[config.mk]
export PLATFORM = sky130hd
export DESIGN_NAME = instruction_fetch
export DESIGN_NICKNAME = d
export VERILOG_FILES = /design/src/rtl/instruction_fetch.sv
export SDC_FILE = /design/constraint.sdc
export NUM_CORES = 1
export LEC_CHECK = 0
export CORE_MARGIN = 10
export CORE_UTILIZATION = 57
export CTS_BUF_LIST = sky130_fd_sc_hd__clkbuf_16
export CTS_CLUSTER_DIAMETER = 40
export CTS_CLUSTER_SIZE = 16
export DETAILED_ROUTE_END_ITERATION = 7
export PLACE_DENSITY = 0.94
export SLEW_MARGIN = 20
export SYNTH_ARGS = -nofsm -noshare
export SYNTH_HDL_FRONTEND = slang
export SYNTH_SLANG_ARGS = --single-unit
[constraint.sdc]
create_clock -name clk -period 3.8 [get_ports clk]
set_input_delay 0.57 -clock clk [delete_from_list [all_inputs] [get_ports clk]]
set_output_delay 0.57 -clock clk [all_outputs]
set_load 0.05 [all_outputs]
[src/rtl/instruction_fetch.sv]
// Fetch stage: owns the fetch PC, reads instruction memory over req/ack and feeds
// the decoder through an output slot backed by a one-entry skid buffer.
// Optional macro FETCH_COUNT_EN adds a 32-bit count of instructions delivered.
module instruction_fetch #(
  parameter int               ADDR_W   = 16,
  parameter logic [ADDR_W-1:0] RESET_PC = '0,
  parameter logic [15:0]      NOP_WORD = 16'h0800
) (
  input  logic              clk,
  input  logic              rst,
  output logic              mem_req,
  output logic [ADDR_W-1:0] mem_addr,
  input  logic              mem_ack,
  input  logic [15:0]       mem_data,
  input  logic              stall,
  input  logic              redirect_valid,
  input  logic [ADDR_W-1:0] redirect_pc,
  output logic [15:0]       instruct,
  output logic              instruct_valid,
  output logic [ADDR_W-1:0] pc
`ifdef FETCH_COUNT_EN
  ,
  output logic [31:0]       fetch_count
`endif
);

  typedef enum logic [1:0] {
    IDLE  = 2'd0,
    FETCH = 2'd1,
    DROP  = 2'd2,
    SKID  = 2'd3
  } state_t;

  state_t            state, state_next;
  logic [ADDR_W-1:0] fetch_pc, fetch_pc_next;
  logic [ADDR_W-1:0] req_addr, req_addr_next;
  logic [15:0]       slot_word, slot_word_next;
  logic [ADDR_W-1:0] slot_pc, slot_pc_next;
  logic              slot_valid, slot_valid_next;
  logic [15:0]       skid_word, skid_word_next;
  logic [ADDR_W-1:0] skid_pc, skid_pc_next;
  logic              skid_full, skid_full_next;

  logic              slot_free;
  logic [ADDR_W-1:0] addr_inc;

  assign slot_free = !slot_valid || !stall;
  assign addr_inc  = req_addr + ADDR_W'(1);

  assign mem_req        = (state == FETCH) || (state == DROP);
  assign mem_addr       = req_addr;
  assign instruct       = slot_valid ? slot_word : NOP_WORD;
  assign instruct_valid = slot_valid;
  assign pc             = slot_pc;

  always_ff @(posedge clk or negedge rst) begin
    if (!rst) begin
      state      <= IDLE;
      fetch_pc   <= RESET_PC;
      req_addr   <= RESET_PC;
      slot_word  <= NOP_WORD;
      slot_pc    <= '0;
      slot_valid <= 1'b0;
      skid_word  <= NOP_WORD;
      skid_pc    <= '0;
      skid_full  <= 1'b0;
    end else begin
      state      <= state_next;
      fetch_pc   <= fetch_pc_next;
      req_addr   <= req_addr_next;
      slot_word  <= slot_word_next;
      slot_pc    <= slot_pc_next;
      slot_valid <= slot_valid_next;
      skid_word  <= skid_word_next;
      skid_pc    <= skid_pc_next;
      skid_full  <= skid_full_next;
    end
  end

  // Redirect is checked first in every state so it beats both ack and stall.
  always_comb begin
    state_next      = state;
    fetch_pc_next   = fetch_pc;
    req_addr_next   = req_addr;
    slot_word_next  = slot_word;
    slot_pc_next    = slot_pc;
    slot_valid_next = slot_valid && stall;
    skid_word_next  = skid_word;
    skid_pc_next    = skid_pc;
    skid_full_next  = skid_full;

    case (state)
      IDLE: begin
        state_next = FETCH;
        if (redirect_valid) begin
          slot_valid_next = 1'b0;
          fetch_pc_next   = redirect_pc;
          req_addr_next   = redirect_pc;
        end else begin
          req_addr_next = fetch_pc;
        end
      end

      FETCH: begin
        if (redirect_valid) begin
          slot_valid_next = 1'b0;
          fetch_pc_next   = redirect_pc;
          if (mem_ack) begin
            req_addr_next = redirect_pc;
          end else begin
            state_next = DROP;
          end
        end else if (mem_ack) begin
          fetch_pc_next = addr_inc;
          if (slot_free) begin
            slot_word_next  = mem_data;
            slot_pc_next    = req_addr;
            slot_valid_next = 1'b1;
            req_addr_next   = addr_inc;
          end else begin
            skid_word_next = mem_data;
            skid_pc_next   = req_addr;
            skid_full_next = 1'b1;
            state_next     = SKID;
          end
        end
      end

      // The stale request must complete before the new address can be issued.
      DROP: begin
        if (redirect_valid) begin
          slot_valid_next = 1'b0;
          fetch_pc_next   = redirect_pc;
        end
        if (mem_ack) begin
          req_addr_next = redirect_valid ? redirect_pc : fetch_pc;
          state_next    = FETCH;
        end
      end

      SKID: begin
        if (redirect_valid) begin
          slot_valid_next = 1'b0;
          skid_full_next  = 1'b0;
          fetch_pc_next   = redirect_pc;
          req_addr_next   = redirect_pc;
          state_next      = FETCH;
        end else if (!stall) begin
          slot_word_next  = skid_word;
          slot_pc_next    = skid_pc;
          slot_valid_next = 1'b1;
          skid_full_next  = 1'b0;
          req_addr_next   = fetch_pc;
          state_next      = FETCH;
        end
      end

      default: begin
        state_next = IDLE;
      end
    endcase
  end

`ifdef FETCH_COUNT_EN
  logic count_inc;

  // Only loads into the output slot count; discarded words never reach it.
  assign count_inc = !redirect_valid &&
                     (((state == FETCH) && mem_ack && slot_free) ||
                      ((state == SKID) && !stall));

  always_ff @(posedge clk or negedge rst) begin
    if (!rst) begin
      fetch_count <= '0;
    end else if (count_inc) begin
      fetch_count <= fetch_count + 32'd1;
    end
  end
`endif

endmodule

==> flow_summary.toml, run 1 <==
[pwr]
p_comb_frac = 0.503
p_sw_frac = 0.457
power.switching_mw = 2.74
p_int_mw = 3.26
fin_total_pwr_mw = 6.00
p_per_area_nw_per_um2 = 990
leakagePower_nw = 2.50
clock_power_share = 0.150
seqPwrFrac = 0.347
ir_drop_mv = 0.716

[cts]
ctsHoldBuffers = 0
insertion_delay_ps = 340
cts_num_sinks = 99
cts_resized = 0
cts_buffers = 9
cts_max_level = 3
ctsRootBufferMaster = "clkbuf_16"
clk_path_buf_depth = 2
cts_tree = "built"
cts_setup_buffers = 0
cts.clk_slew.worst_paths_ps = 70

[sta]
slew_headroom = 0.369
skew_ps = 5.84
period_needed_ps = 2870
min_period_over_period = 0.756
fin_tns_setup_ps = 0
slew_violations = 0
hold_viol_final = 0
rsz0062_at_grt = "false"
fmax_mhz = 348
finalSetupViolations = 0
worst_slew_pin_slew_ps = 947

[critical_path]
crit_type = "flop to flop"
slowest_stage = "ha_1"
worstPathMaxFanout = 20
critPathMostFrequentCell = "inv_1"
crit_buf_inv = 2
cp.arrival_ps = 3100
crit_path_start_kind = "flop"
end_kind = "flop"
r2r_slack_ps = 930
reg2reg_from = "state[1]$_DFFE_PN0P_"
cp_slowest_stage_delay_ps = 660
ff2ff_path_depth = 6
crit_required_ps = 4020
cp_cell_sequence = "inv_1, ha_1, inv_1, nor2_1, nand2b_1, mux2_2"
reg2reg_to = "fetch_pc[7]$_DFFE_PN0P_"
path_delay_family = "simple AND/OR/NAND/NOR gates"

[global_route]
globalRouteOverflowTotal = 0
grt_max_degree = 87
met1_usage = 0.228
grt_pass1_vias = 3845
grt_pass1_wl_um = 19700
grt_usage = 0.188
grt_use_met2 = 0.317
antenna_found_initial = 0
grtUsageMet3 = 0.0554
top_usage_layer = "met2"

[floorplanning]
die_height_um = 112
coreArea_sq_um = 8260
core.rowCount = 33
fp.dieW_um = 112
num_io_pins = 87
start_util = 0.590
die_area_sq_um = 12600

[route]
drc_errors = 0
routed_via_density = 6.07
first_iter_violations = 295
vias = 3801
dr.pass1.iters = 5
avgRoutedWirePerCell_um = 19.3
final_antenna_net_count = 0
wirelength_um = 12100

[synthesis]
synth_area_leaders = "dfrtp_1 (50%), mux2_2 (12%), mux2i_1 (7.0%)"
synth_top_cell_by_area = "dfrtp_1"
yosysSeqAreaShare = 0.509
synthCells = 443
yosysMostFrequentCell = "dfrtp_1"
ys_warn_count = 0
ys.flop_type = "dfrtp_1"
synth_top_area_frac = 0.498
synth_edf_count = 0
synth_seq_cells = 99
syn-num-nets = 485
yosys-top-cells-count = "dfrtp_1 (97), nor2_1 (63), mux2_2 (50), a21oi_1 (46), mux2i_1 (34)"
avgSynthCellArea_sq_um = 11.0
async_reset_ff_frac = 1.00
synth_cell_types = 46
syn_area_sq_um = 4870

[cells_and_area]
register_area_sq_um = 2480
syn_to_final_growth_pct = 24.4
n_antenna_cell = 0
multi_input_area_sq_um = 2210
drive_gt1_frac = 0.167
layout.nets = 558
fill_cells = 552

[flow_run]
max_cap_viol_count = 0

[place]
io_buffers = 86
gp_congestion = 0.821
hpwl_um = 8260

[min_path]
min_path_type = "input port to async pin"

[run_status]
status = "completed"
-- power groups by stage --
stage	Clock, mW	Sequential, mW	Combinational, mW
5_1_grt	0.959	2.15	3.22
6_report	0.903	2.08	3.02
3_3_place_gp	0	2.04	2.92
4_1_cts	0.908	2.07	3.03
3_5_place_dp	0	2.08	3.01
2_1_floorplan	0	2.50	1.65
-- cells in the final DEF, fill, tap and decap left out, drive strengths merged, types with 6 or more instances in the layout --
cell and n:
and2 15, xnor2 8, nand2 8, mux2i 34, clkdlybuf4s50 85, nand3 7
buf 8, dfrtp 97, clkinv 6, o21ai 15, a31oi 6, mux2 51
a21oi 47, nor2 65, inv 8, clkbuf 9
-- worst register-to-register path, stage by stage (launching register included) --
cell,delay (ps)
dfrtp_1,420
inv_1,90
ha_1,660
inv_1,270
nor2_1,330
nand2b_1,520
mux2_2,460
-- metal layers --
layer / share of wire / wire, um
met5: 0 / 0
met1: 0.42 / 5030
met2: 0.49 / 5950
met3: 0.075 / 907
met4: 0.015 / 175
-- kinds of logic (layout without fill, tap and decap cells) --
family | Yosys count | count (layout) | synth area share
AOI/OAI and AO/OA | 90 | 90 | 0.110
xor gates and xnor gates | 12 | 12 | 0.0216
adders and majority gates | 5 | 5 | 0.0128
buffers and inverters | 39 | 117 | 0.0393
DFF | 99 | 99 | 0.509
muxes | 85 | 85 | 0.188
and+or+nand+nor | 113 | 113 | 0.120
-- flip-flops by register name (all words and copies together) (netlist names) --
register	cells
fetch_pc	16
instruct_valid	1
mem_addr	16
pc	16
skid_pc	16
skid_word	16
slot_word	16
state	2
-- worst max-delay path by stage --
stage,from,endpoint,slack (ps),cells after the start
finish,state[1]$_DFFE_PN0P_,fetch_pc[7]$_DFFE_PN0P_,930,6
global route,state[1]$_DFFE_PN0P_,fetch_pc[12]$_DFFE_PN0P_,700,6
CTS,state[1]$_DFFE_PN0P_,fetch_pc[7]$_DFFE_PN0P_,990,6
detailed placement,redirect_valid,fetch_pc[7]$_DFFE_PN0P_,870,5
global placement,redirect_valid,fetch_pc[9]$_DFFE_PN0P_,940,5
floorplan,instruct_valid$_DFF_PN0_,instruct[10],1670,3
-- layout make-up --
class                           instances  area share
Inverter                                8     0.00495
Multi-Input combinational cell        305       0.365
Clock buffer                            9      0.0371
Clock inverter                          7      0.0113
Timing Repair Buffer                   93       0.151
Tap cell                              105      0.0217
Sequential cell                        99       0.409
-- stage by stage --
step / setup slack, ps / instances / area, sq um / hold WS [ps] / utilization
final: 926 / 626 / 6060 / 278 / 0.734
after global routing: 698 / 626 / 6060 / 338 / 0.734
after CTS: 991 / 626 / 6060 / 462 / 0.734
after detailed placement: 873 / 610 / 5770 / 487 / 0.698
after global placement: 941 / 610 / 5770 / 469 / 0.698
after floorplan: 1670 / 443 / 4870 / 274 / -
Note: power is estimated with default switching activity, not from simulation.
==> inputs of run 2 (changes only) <==
--- a/config.mk
+++ b/config.mk
@@ -6,12 +6,12 @@
 export NUM_CORES = 1
 export LEC_CHECK = 0
 export CORE_MARGIN = 10
-export CORE_UTILIZATION = 57
+export CORE_UTILIZATION = 53
 export CTS_BUF_LIST = sky130_fd_sc_hd__clkbuf_16
 export CTS_CLUSTER_DIAMETER = 40
 export CTS_CLUSTER_SIZE = 16
 export DETAILED_ROUTE_END_ITERATION = 7
-export PLACE_DENSITY = 0.94
+export PLACE_DENSITY = 0.88
 export SLEW_MARGIN = 20
 export SYNTH_ARGS = -nofsm -noshare
 export SYNTH_HDL_FRONTEND = slang
==> constraint.sdc (replaced) <==
create_clock -name clk -period 2.89 [get_ports clk]
set_input_delay 0.4335 -clock clk [delete_from_list [all_inputs] [get_ports clk]]
set_output_delay 0.4335 -clock clk [all_outputs]
set_load 0.05 [all_outputs]
==> run 2 against run 1 <==
Net effect: clock power increased by 41%; setup slack got worse by 560 ps; critical path depth decreased by 4; combinational power increased by 32%; routed wire length decreased by 2.9%; via count decreased by 3.1%; non-clock buffer count increased by 6; sequential share of layout area decreased by 0.71 points; global-route usage decreased by 0.81 points; final cell count increased by 1.4%.
==> flow_summary.toml, run 2 (synthesis results as in run 1) <==
[cts]
insertion_delay_ps = 340
cts_num_sinks = 99
cts_buffers = 9
ctsRootBufferMaster = "clkbuf_16"
cts_tree = "built"
cts.clk_slew.worst_paths_ps = 70
cts_max_level = 3
clk_path_buf_depth = 2

[sta]
skew_ps = 5.71
fin_tns_setup_ps = 0
hold_viol_final = 0
slew_violations = 0
rsz0062_at_grt = "false"
finalSetupViolations = 0
slew_headroom = 0.489
hold_ws_ps = 499
period_needed_ps = 2530
min_period_over_period = 0.874
worst_slew_pin_slew_ps = 763
fmax_mhz = 396

[critical_path]
end_kind = "output pin"
cp.arrival_ps = 2090
worstPathMaxFanout = 21
crit_required_ps = 2460
crit_path_start_kind = "flop"
crit_type = "flop to output pin"

[pwr]
fin_total_pwr_mw = 7.97
p_per_area_nw_per_um2 = 1290
leakagePower_nw = 2.55
ir_drop_mv = 0.842

[place]
io_buffers = 86
dpl-instance-area_sq_um = 5850
hpwl_um = 8150
gp_congestion = 0.843

[floorplanning]
die_area_sq_um = 13400
num_io_pins = 87
die_height_um = 116
coreArea_sq_um = 8850
fp.dieW_um = 116
start_util = 0.551
core.rowCount = 34

[global_route]
grt_usage = 0.180
met1_usage = 0.223
grt_max_degree = 86
globalRouteOverflowTotal = 0
grtUsageMet3 = 0.0512
grt_pass1_wl_um = 19500
top_usage_layer = "met2"
grt_use_met2 = 0.296
antenna_found_initial = 0
grt_pass1_vias = 3849

[cells_and_area]
layout.nets = 564
drive_gt1_frac = 0.176
mostFrequentLayoutCell = "dfrtp_1"
finalCoreUtilization = 0.698
syn_to_final_growth_pct = 26.6
n_antenna_cell = 0
design_area_sq_um = 6170
final_cell_mix = "dfrtp_1 (97), clkdlybuf4s50_1 (85), nor2_1 (63), mux2_2 (50), a21oi_1 (46)"

[route]
first_iter_violations = 327
dr.pass1.iters = 5
vias = 3684
routed_via_density = 5.80
avgRoutedWirePerCell_um = 18.4
wirelength_um = 11700
drc_errors = 0
final_antenna_net_count = 0

[flow_run]
max_cap_viol_count = 0

[run_status]
status = "completed"

[min_path]
min_path_type = "input port to async pin"
-- run 2: cell count changes in the layout (fill, tap and decap cells not counted), sizes merged --
cell,delta
clkinv,-2
buf,+5
inv,+1
dlygate4sd3,+1
bufinv,+1
-- run 2: metrics by stage --
step	cells	setup WS (ps)
6_report	635	363
2_1_floorplan	443	879
4_1_cts	635	317
3_3_place_gp	618	599
3_5_place_dp	618	537
5_1_grt	635	218
-- run 2: path summary, 6_finish.rpt --
check / from / to / slack (ps) / depth (start not counted)
max: instruct_valid$_DFF_PN0_ / instruct[0] / 360 / 2
min: rst / slot_word[14]$_DFFE_PN0P_ / 500 / 2
max reg2reg: state[1]$_DFFE_PN0P_ / fetch_pc[1]$_DFFE_PN0P_ / 600 / 8
min reg2reg: skid_pc[5]$_DFFE_PN0P_ / skid_pc[5]$_DFFE_PN0P_ / 500 / 1
max in group asynchronous: rst / skid_word[12]$_DFFE_PN0P_ / 1690 / 3
min in group clk: skid_pc[5]$_DFFE_PN0P_ / skid_pc[5]$_DFFE_PN0P_ / 500 / 1
-- run 2: timing repair --
action / CTS / global route
setup endpoints to repair: 0 / 0
hold buffers: 1 / 0
endpoints found under the hold margin: 12 / 0
gates resized for setup: 0 / 0
setup buffers: 0 / 0
-- run 2: cell type report --
| type | instances | area (sq um) |
|---|---|---|
| well taps | 108 | 135 |
| clock inverters | 7 | 91.3 |
| fillers | 636 | 2680 |
| repair buffers | 99 | 996 |
| clock buffers | 9 | 225 |
| flip-flops and latches | 99 | 2480 |
| inverters | 8 | 30.0 |
| multi-input cells | 305 | 2210 |
-- run 2: worst max-delay path, cell delays in order (launching register included) --
cell	delay (ps)
dfrtp_1	700
and2_1	230
clkdlybuf4s50_1	820
-- run 2: report_power, final --
group | internal [mW] | switching, mW
registers | 2.08 | 0.640
logic | 1.58 | 2.40
clock network | 0.757 | 0.510
total | 4.41 | 3.55
-- run 2: layer usage --
| metal | part of all wire | vias to the layer above |
|---|---|---|
| met5 | 0 | - |
| met4 | 0.017 | 0 |
| met1 | 0.44 | 1805 |
| met2 | 0.47 | 142 |
| met3 | 0.074 | 24 |
| li1 | - | 1713 |
